===== src/rtl/alu_pkg.sv =====
// rtl/alu_pkg.sv - shared ALU execute-stage types and constants
// Used by the iterative divider (iter_div) and the iterative multiplier control.
//   div_state_t : IDLE / BUSY / DONE sequencing for iterative units
//   DIV_WIDTH   : default operand/result width of the divider
package alu_pkg;

    typedef enum logic [1:0] {
        IDLE = 2'd0,
        BUSY = 2'd1,
        DONE = 2'd2
    } div_state_t;

    localparam int DIV_WIDTH = 32;

endpackage


===== src/rtl/div_step.sv =====
// rtl/div_step.sv - one combinational radix-2 restoring division step
// Ports:
//   rem_i     [WIDTH]  partial remainder entering the step (always < divisor_i)
//   dvd_bit_i [1]      next dividend bit shifted into the remainder
//   divisor_i [WIDTH]  divisor magnitude
//   rem_o     [WIDTH]  partial remainder after the step
//   q_bit_o   [1]      quotient bit (1 when the trial subtract does not borrow)
module div_step #(
    parameter int WIDTH = 32
) (
    input  logic [WIDTH-1:0] rem_i,
    input  logic             dvd_bit_i,
    input  logic [WIDTH-1:0] divisor_i,
    output logic [WIDTH-1:0] rem_o,
    output logic             q_bit_o
);

    // WIDTH+1 bits: the shifted remainder can exceed the WIDTH range.
    logic [WIDTH:0] shifted;

    assign shifted = {rem_i, dvd_bit_i};

    // Trial subtract succeeds when it would not borrow.
    assign q_bit_o = (shifted >= {1'b0, divisor_i});

    // On success the true difference is below the divisor, so the low
    // WIDTH bits of a wrapping subtract are exact.
    assign rem_o = q_bit_o ? (shifted[WIDTH-1:0] - divisor_i) : shifted[WIDTH-1:0];

endmodule


===== src/rtl/iter_div.sv =====
// rtl/iter_div.sv - iterative radix-2 restoring signed/unsigned integer divider
// Optional feature macro: DIV_EARLY_OUT_EN (zero divisor goes straight to DONE).
// Ports:
//   clk, reset             clock; synchronous active-high reset
//   in_valid / in_ready    operand handshake (in_ready only while IDLE)
//   src1, src2, is_signed  dividend, divisor, signed-mode select
//   out_valid / out_ready  result handshake (out_valid held in DONE until consumed)
//   quotient, remainder    results (quotient truncates toward zero, remainder follows dividend sign)
//   div_by_zero            divisor was zero, valid with out_valid
module iter_div
    import alu_pkg::*;
#(
    parameter  int WIDTH = DIV_WIDTH,
    localparam int CNT_W = $clog2(WIDTH + 1)
) (
    input  logic             clk,
    input  logic             reset,
    input  logic             in_valid,
    output logic             in_ready,
    input  logic [WIDTH-1:0] src1,
    input  logic [WIDTH-1:0] src2,
    input  logic             is_signed,
    output logic             out_valid,
    input  logic             out_ready,
    output logic [WIDTH-1:0] quotient,
    output logic [WIDTH-1:0] remainder,
    output logic             div_by_zero
);

    div_state_t       state_q;
    logic [CNT_W-1:0] cnt_q;
    logic [WIDTH-1:0] rem_q;       // partial remainder
    logic [WIDTH-1:0] dvd_q;       // dividend bits shift out, quotient bits shift in
    logic [WIDTH-1:0] dvs_q;       // divisor magnitude
    logic [WIDTH-1:0] src1_q;      // original dividend for the divide-by-zero remainder
    logic             q_neg_q;
    logic             r_neg_q;
    logic             dbz_q;
    logic             in_ready_q;
    logic             out_valid_q;
    logic [WIDTH-1:0] quot_q;
    logic [WIDTH-1:0] rmd_q;
    logic             dbz_out_q;

    logic             s1_neg;
    logic             s2_neg;
    logic [WIDTH-1:0] abs1;
    logic [WIDTH-1:0] abs2;
    logic             src2_zero;
    logic [WIDTH-1:0] step_rem;
    logic             step_q;
    logic [WIDTH-1:0] q_raw;
    logic [WIDTH-1:0] quot_d;
    logic [WIDTH-1:0] rmd_d;

    assign s1_neg    = is_signed & src1[WIDTH-1];
    assign s2_neg    = is_signed & src2[WIDTH-1];
    // -2^(WIDTH-1) negates to itself, which is also its correct unsigned magnitude.
    assign abs1      = s1_neg ? (~src1 + 1'b1) : src1;
    assign abs2      = s2_neg ? (~src2 + 1'b1) : src2;
    assign src2_zero = (src2 == '0);

    div_step #(
        .WIDTH(WIDTH)
    ) u_step (
        .rem_i    (rem_q),
        .dvd_bit_i(dvd_q[WIDTH-1]),
        .divisor_i(dvs_q),
        .rem_o    (step_rem),
        .q_bit_o  (step_q)
    );

    assign q_raw = {dvd_q[WIDTH-2:0], step_q};

    // Sign fix-up on the final step's result; divide-by-zero overrides it.
    always_comb begin
        quot_d = q_neg_q ? (~q_raw + 1'b1) : q_raw;
        rmd_d  = r_neg_q ? (~step_rem + 1'b1) : step_rem;
        if (dbz_q) begin
            quot_d = '1;
            rmd_d  = src1_q;
        end
    end

    always_ff @(posedge clk) begin
        if (reset) begin
            state_q     <= IDLE;
            cnt_q       <= '0;
            rem_q       <= '0;
            dvd_q       <= '0;
            dvs_q       <= '0;
            src1_q      <= '0;
            q_neg_q     <= 1'b0;
            r_neg_q     <= 1'b0;
            dbz_q       <= 1'b0;
            in_ready_q  <= 1'b1;
            out_valid_q <= 1'b0;
            quot_q      <= '0;
            rmd_q       <= '0;
            dbz_out_q   <= 1'b0;
        end else begin
            case (state_q)
                IDLE: begin
                    if (in_valid) begin
                        rem_q      <= '0;
                        dvd_q      <= abs1;
                        dvs_q      <= abs2;
                        src1_q     <= src1;
                        q_neg_q    <= s1_neg ^ s2_neg;
                        r_neg_q    <= s1_neg;
                        dbz_q      <= src2_zero;
                        in_ready_q <= 1'b0;
`ifdef DIV_EARLY_OUT_EN
                        if (src2_zero) begin
                            state_q     <= DONE;
                            cnt_q       <= '0;
                            out_valid_q <= 1'b1;
                            quot_q      <= '1;
                            rmd_q       <= src1;
                            dbz_out_q   <= 1'b1;
                        end else begin
                            state_q <= BUSY;
                            cnt_q   <= CNT_W'(WIDTH);
                        end
`else
                        state_q <= BUSY;
                        cnt_q   <= CNT_W'(WIDTH);
`endif
                    end
                end
                BUSY: begin
                    rem_q <= step_rem;
                    dvd_q <= q_raw;
                    cnt_q <= cnt_q - 1'b1;
                    if (cnt_q == CNT_W'(1)) begin
                        state_q     <= DONE;
                        out_valid_q <= 1'b1;
                        quot_q      <= quot_d;
                        rmd_q       <= rmd_d;
                        dbz_out_q   <= dbz_q;
                    end
                end
                DONE: begin
                    // Results hold until consumed; in_ready returns one cycle later.
                    if (out_ready) begin
                        state_q     <= IDLE;
                        out_valid_q <= 1'b0;
                        in_ready_q  <= 1'b1;
                    end
                end
                default: begin
                    state_q     <= IDLE;
                    in_ready_q  <= 1'b1;
                    out_valid_q <= 1'b0;
                end
            endcase
        end
    end

    assign in_ready    = in_ready_q;
    assign out_valid   = out_valid_q;
    assign quotient    = quot_q;
    assign remainder   = rmd_q;
    assign div_by_zero = dbz_out_q;

endmodule

===== config.mk =====
export PLATFORM = sky130hd
export DESIGN_NAME = iter_div
export DESIGN_NICKNAME = d
export VERILOG_FILES = /design/src/rtl/alu_pkg.sv /design/src/rtl/div_step.sv /design/src/rtl/iter_div.sv
export SDC_FILE = /design/constraint.sdc
export NUM_CORES = 1
export LEC_CHECK = 0
export BUFFER_PORTS_ARGS = -buffer_cell sky130_fd_sc_hd__buf_2
export CORE_MARGIN = 2
export CORE_UTILIZATION = 50
export DETAILED_ROUTE_END_ITERATION = 10
export PLACE_DENSITY_LB_ADDON = 0.3
export SLEW_MARGIN = 10
export SYNTH_ARGS = -nofsm -noshare
export SYNTH_HDL_FRONTEND = slang
export SYNTH_SLANG_ARGS = --single-unit

===== constraint.sdc =====
create_clock -name clk -period 8.9 [get_ports clk]
set_input_delay 0.89 -clock clk [delete_from_list [all_inputs] [get_ports clk]]
set_output_delay 0.89 -clock clk [all_outputs]
set_load 0.005 [all_outputs]

* Yosys cells after proc, flatten, opt, wreduce, memory -nomap -nowiden
Index checks and enable logic that the tools add are counted.
** Cells by class
- Bitwise operators :: 9
- Reduce and logical (&&, ||, !) cells :: 9
- Eq/ne operators :: 6
- Order comparisons :: 1
- Multiplexer cells :: 23
- $add $sub $neg :: 6
** Operators with widths (count)
- 32-bit 2-to-1 mux :: 9
- 32-bit by 1-bit adder with 32-bit output, second input constant :: 4
- 32-bit NOT :: 4
- 32-bit case mux with 2 select lines :: 2
- 33-bit by 32-bit greater-or-equal comparator with 1-bit output :: 1
- 32-bit zero test :: 1
- 32-bit subtractor :: 1
- 6-bit case mux with 2 select lines :: 1
- 3-bit AND reduction :: 3
- 6-bit by 1-bit equality test with 1-bit output, second input constant :: 1
- 2-bit 2-to-1 mux :: 3
- 6-bit 2-to-1 mux :: 1
- 2-bit inequality test, second input constant :: 3
- 1-bit case mux with 3 select lines :: 2
- 2-bit case mux with 3 select lines :: 1
- 2-bit AND reduction :: 3
- 6-bit by 1-bit subtractor with 6-bit output, second input constant :: 1
- 1-bit 2-to-1 mux :: 4
- 1-bit AND :: 2
- 2-bit by 1-bit equality test with 1-bit output, second input constant :: 1
- 2-bit equality test, second input constant :: 1
- 2-bit zero test :: 1
- 1-bit NOT :: 2
- 2-bit nonzero test :: 1
- 1-bit bitwise XOR :: 1
** Storage, ports and cells
- Output and inout port bits :: 67
- Bits in registers :: 206
- Bits of input ports :: 69
- Word-level logic and storage cells :: 68

* Longest topological paths before layout
- Depth after elaboration :: 6
- Gate-level depth with buffers :: 25

* By module
From an unflattened synthesis, not the netlist that was laid out.
** Second synthesis, totals
- Cell total of the unflattened synthesis :: 1676
- Area, all modules :: 13061.3 um2
** Modules (own cells, without submodules)
- iter_div :: instances 1, area an instance 10751.6 um2, cells an instance 1350
- div_step :: instances 1, area an instance 2309.7 um2, cells an instance 326

* Worst setup path after synthesis
OpenSTA, ideal clock, no wires.
- Path kind :: flip-flop to flip-flop
- Start :: register dvs_q[10]
- End :: register rmd_q[28] (netlist: remainder[28])
- Period minus slack after synthesis :: 4.829 ns
- Stages on the path, launching flop included :: 25
- Setup slack :: 4.071 ns
- Arrival time :: 4.710 ns
- Setup time :: 0.119 ns
- Path through :: dfxtp_1 > inv_1 > ha_1 > buf_2 > nand4_2 > nor4_1 > nand4_1 > and3_1 > nand2_4 > buf_4 > buf_2 > buf_2 > mux2i_1 > ha_1 > inv_1 > nor4_1 > nand2_1 > nor3_1 > a41o_1 > o211ai_1 > or4_1 > buf_2 > nor3_2 > mux2i_1 > nor3_1
** On the way
- Cells in the longest elaborated chain, start to end :: 6
- Elaborated cells between the ends (all ways) :: 7
- Those cells by class :: add/sub: 2; order compare: 1; mux: 3; bitwise: 1
** Ends and longest elaborated chain
- start, declared :: RTL line iter_div.sv:34 : logic [WIDTH-1:0] dvs_q;
- start signal, assigned :: RTL line iter_div.sv:107 : dvs_q <= abs2;
- 32-bit subtractor or 33-bit by 32-bit greater-or-equal comparator with 1-bit output (tied branches) :: RTL line div_step.sv:28, div_step.sv:24
- 32-bit 2-to-1 mux * :: RTL line div_step.sv:28 : assign rem_o = q_bit_o ? (shifted[WIDTH-1:0] - divisor_i) : shifted[WIDTH-1:0];
- 32-bit NOT :: RTL line iter_div.sv:78 : rmd_d = r_neg_q ? (~step_rem + 1'b1) : step_rem;
- 32-bit by 1-bit adder with 32-bit output :: RTL line iter_div.sv:78
- 32-bit 2-to-1 mux * :: RTL line iter_div.sv:78
- 32-bit 2-to-1 mux * :: RTL line iter_div.sv:79 : if (dbz_q) begin
- end signal, assigned :: RTL line iter_div.sv:139 : rmd_q <= rmd_d;
- end, declared :: RTL line iter_div.sv:42 : logic [WIDTH-1:0] rmd_q;
Every way passes the cells marked *; elsewhere a longest branch is shown, timed or not.
A chain may end at the register's enable or synchronous reset.

* Final worst setup path
- Start :: register rem_q[8]
- End :: register rmd_q[28] (netlist: remainder[28])
** On the way
- Cells in the longest elaborated chain, start to end :: 6
- Elaborated cells between the ends (all ways) :: 7
- Those cells by class :: add/sub: 2; order compare: 1; mux: 3; bitwise: 1
** Ends and longest elaborated chain
- start, declared :: RTL line iter_div.sv:32 : logic [WIDTH-1:0] rem_q;
- start signal, assigned :: RTL line iter_div.sv:132 : rem_q <= step_rem;
- 32-bit subtractor or 33-bit by 32-bit greater-or-equal comparator with 1-bit output (tied branches) :: RTL line div_step.sv:28, div_step.sv:24
- 32-bit 2-to-1 mux * :: RTL line div_step.sv:28
- 32-bit NOT :: RTL line iter_div.sv:78
- 32-bit by 1-bit adder with 32-bit output :: RTL line iter_div.sv:78
- 32-bit 2-to-1 mux * :: RTL line iter_div.sv:78
- 32-bit 2-to-1 mux * :: RTL line iter_div.sv:79
Marks and branches as above.

==> summary.md <==
| Metric | Value |
|---|---|
| Buf+Inv Stages, Crit Path | `2` |
| Leakage Power | `between 5 and 6 nW` |
| Final setup TNS | `0 ns` |
| Worst r2r src | `rem_q[8]` |
| Yosys warns | `0` |
| Max H-tree Level | `1` |
| DRC viols | `0` |
| Distinct cells, synth | `82` |
| Crit-path max FO | `52` |
| TritonRoute pass-1 iters | `9` |
| Largest net degree at the start of global routing | `approximately 130` |
| Vias in the first global route | `~12000` |
| Slew headroom | `21.5%` |
| Crit. End Element | `flop` |
| Cells after Synth | `between 1500 and 2000` |
| Vias | `12945` |
| Vias per inst | `6.05` |
| Fmax | `~180 MHz` |
| R2R cell count | `19` |
| Met2 WL post-DR | `around 17000 um` |
| Final slew viol count | `0` |
| Area delta synth->final | `12.1%` |
| Grt ovf | `0` |
| Total clock buffers created by CTS | `25` |
| Highest routed metal layer | `met4` |
| Drt initial violations | `around 1100` |
| Post_cts resized | `0` |
| Slowest-stage cell, CP | `or4_1` |
| Seq/Total Area, Yosys | `a little under a third` |
| Synth Area per Inst | `around 7.5 sq um` |
| Clock buffer depth | `3` |
| Mapped Area | `approximately 0.013 sq mm` |
| Die Ht | `between 150 and 200 um` |
| Setup ws final | `between 3 and 4 ns` |
| Worst Setup SP | `rem_q[8]` |
| Post-layout min period | `roughly 5.7 ns` |
| Die width | `165 um` |
| Row count | `a little under 60` |
| TritonCTS clock tree | `done` |
| Post-synth top flop | `dfxtp_1` |
| PD cells | `roughly 440 mW/mm^2` |
| Wire per inst | `17.7 um` |
| CORE AREA | `~0.025 sq mm` |
| Clock skew | `about 0.021 ns` |
| EDFF count, synth | `0` |
| Clock sinks | `a little over 200` |
| CP Class | `flop to flop` |
| Crit-path cells | `ha_1 -> nand4_2 -> nor4_1 -> nand4_1 -> and3_1 -> nand2_4 -> buf_4 -> mux2i_1 -> ha_1 -> inv_1 -> nor4_1 -> nand2_1 -> nor3_1 -> a41o_1 -> o211ai_1 -> or4_1 -> nor3_2 -> mux2i_1 -> nor3_1` |
| Async SR Flop Fraction | `0%` |
| Number of cells on the critical path | `19` |
| Ant. Diodes | `0` |
| Final Setup Violations | `0` |
| Tightest Hold Check Type | `flop to flop` |
| Hold Crit Start | `remainder[15]` |
| Synth Net Count | `1838` |
| Final hold violation count | `0` |
| Required @ worst endpoint | `9.31 ns` |
| Crit start category | `flop` |
| Root buffer cell | `clkbuf_16` |
| Top Family by Delay on Critical Path | `simple AND/OR/NAND/NOR gates` |
| Post-CTS Hold Fix Bufs | `0` |
| RR Endpoint | `remainder[28]` |
| Unrepaired setup endpoints after global routing | `no` |
| Total Wirelength | `~38000 um` |
| Antenna Nets Post-Route | `0` |
| Maximum VDD drop | `~350 uV` |
| Final layout net count | `roughly 1900` |
| Status | `finished clean` |
| Layout cell share with drive strength beyond 1 | `roughly an eighth` |
| DP Worst Slack | `about 3.3 ns` |
| Post-Route M1 WL | `17700 um` |
| Period utilisation layout | `roughly 64%` |
| Initial antenna violation count | `0` |
| # IOs | `around 140` |
| Worst-Skew Late Latency | `~0.53 ns` |
| First-pass GRT wire length | `around 60000 um` |
| Yosys reg bits | `206` |
| WP data arrival | `slightly above 6 ns` |
| Post-CTS setup buffer count | `0` |
| Max incr delay on CP | `about 0.69 ns` |
| Max cap viols | `0` |
| Setup slack, reg-to-reg | `roughly 3.2 ns` |
| Die footprint | `around 0.027 sq mm` |
| Clock transition at the registers of the reported paths | `roughly 0.060 ns` |
| Placer Congestion | `0.901` |
| Worst setup endpoint | `remainder[28]` |
| HPWL after detailed placement | `27200 um` |
| Actual slew at the worst max-slew pin | `approximately 1.2 ns` |
| Initial Utilization | `about half` |
| Global Route Usage Sum | `27.4%` |
| PortBufs | `~140` |
| Met3 Routed Length | `about 2400 um` |
## cell usage after synthesis, types with 31 or more instances
| master | number | area, sq um |
|---|---|---|
| inv_1 | 54 | 203 |
| xor2_1 | 74 | 648 |
| nor2_1 | 205 | 769 |
| xnor2_1 | 47 | 412 |
| nor3_1 | 44 | 220 |
| nand2_1 | 235 | 882 |
| a21oi_1 | 147 | 736 |
| a211oi_1 | 61 | 458 |
| o21ai_0 | 74 | 370 |
| a22oi_1 | 31 | 233 |
| ha_1 | 38 | 475 |
| dfxtp_1 | 206 | 4120 |
| nand3_1 | 46 | 230 |
| clkbuf_1 | 90 | 338 |
| a31oi_1 | 49 | 307 |
## worst register-to-register path: cells and delay by family (launching register included)
kind,cells,cell delay [ns]
AOI/OAI and AO/OA,2,0.37
adders and majority gates,2,0.69
buffers and inverters,2,0.60
DFF,1,0.36
muxes,2,0.59
and+or+nand+nor,11,2.98
## worst min-delay path by stage
stage / to / slack [ns] / depth (start not counted)
2_1_floorplan: src1_q[15] / 0.43 / 2
3_3_place_gp: remainder[15] / 0.44 / 2
3_5_place_dp: src1_q[0] / 0.45 / 2
4_1_cts: src1_q[0] / 0.45 / 2
5_1_grt: src1_q[13] / 0.47 / 2
6_report: remainder[15] / 0.45 / 2
## logic make-up after synthesis
kind of cell / synth area share (%)
DFF: 31.8
adders and majority gates: 3.82
and+or+nand+nor: 23.3
muxes: 1.79
buffers and inverters: 5.14
xor gates and xnor gates: 8.18
AOI/OAI and AO/OA: 26.0
## cell usage in the layout (no fill, tap or decap), drive strengths merged, types with 9 or more instances in the layout
master	count
a211oi	61
a21o	17
a21oi	147
a22oi	31
a311oi	14
a31oi	50
and2	9
and3	13
buf	145
clkbuf	35
dfxtp	206
ha	38
inv	55
mux2i	22
nand2	236
nand2b	11
nand3	47
nand4	10
nor2	205
nor3	49
nor4	19
o211ai	20
o21ai	79
o31ai	21
o41ai	11
or3	22
or4	14
xnor2	47
xor2	74
## through the flow
stage | total power, W | hold WS (ns) | area [sq um] | util, % | std cells
after floorplan | 0.00442 | 0.431 | 13000 | - | 1730
after global placement | 0.00533 | 0.442 | 13700 | 54.1 | 2094
after detailed placement | 0.00536 | 0.447 | 13700 | 54.1 | 2094
after CTS | 0.00641 | 0.455 | 14500 | 57.4 | 2139
after global routing | 0.00695 | 0.474 | 14500 | 57.4 | 2139
final | 0.00647 | 0.454 | 14500 | 57.4 | 2139
## per-layer routing
layer	global-route usage, %	vias up
li1	-	6369
met1	39.7	6081
met2	43.2	439
met3	3.34	56
met4	6.56	0
met5	0	-
## where the power goes
| group | total, W | internal (W) | switching, W |
|---|---|---|---|
| logic | 0.00428 | 0.00151 | 0.00278 |
| registers | 0.00117 | 0.00104 | 0.000129 |
| clock network | 0.00101 | 0.000609 | 0.000405 |
| total | 0.00647 | 0.00315 | 0.00331 |
## layout make-up
cell class                 count  area [sq um]
clock inverter                10           115
sequential                   206          4120
timing repair buffer         145           769
clock buffer                  35           703
inverter                      55           211
multi-input combinational   1358          8190
fill                        2442         10800
tap                          330           413
## sequential cells by signal, summed over array words and instances, names as in the netlist, 2 cells and up
register	count
quotient	32
rem_q	32
dvd_q	32
dvs_q	32
cnt_q	6
remainder	32
src1_q	32
state_q	2
Power figures use the tool's default switching activity.
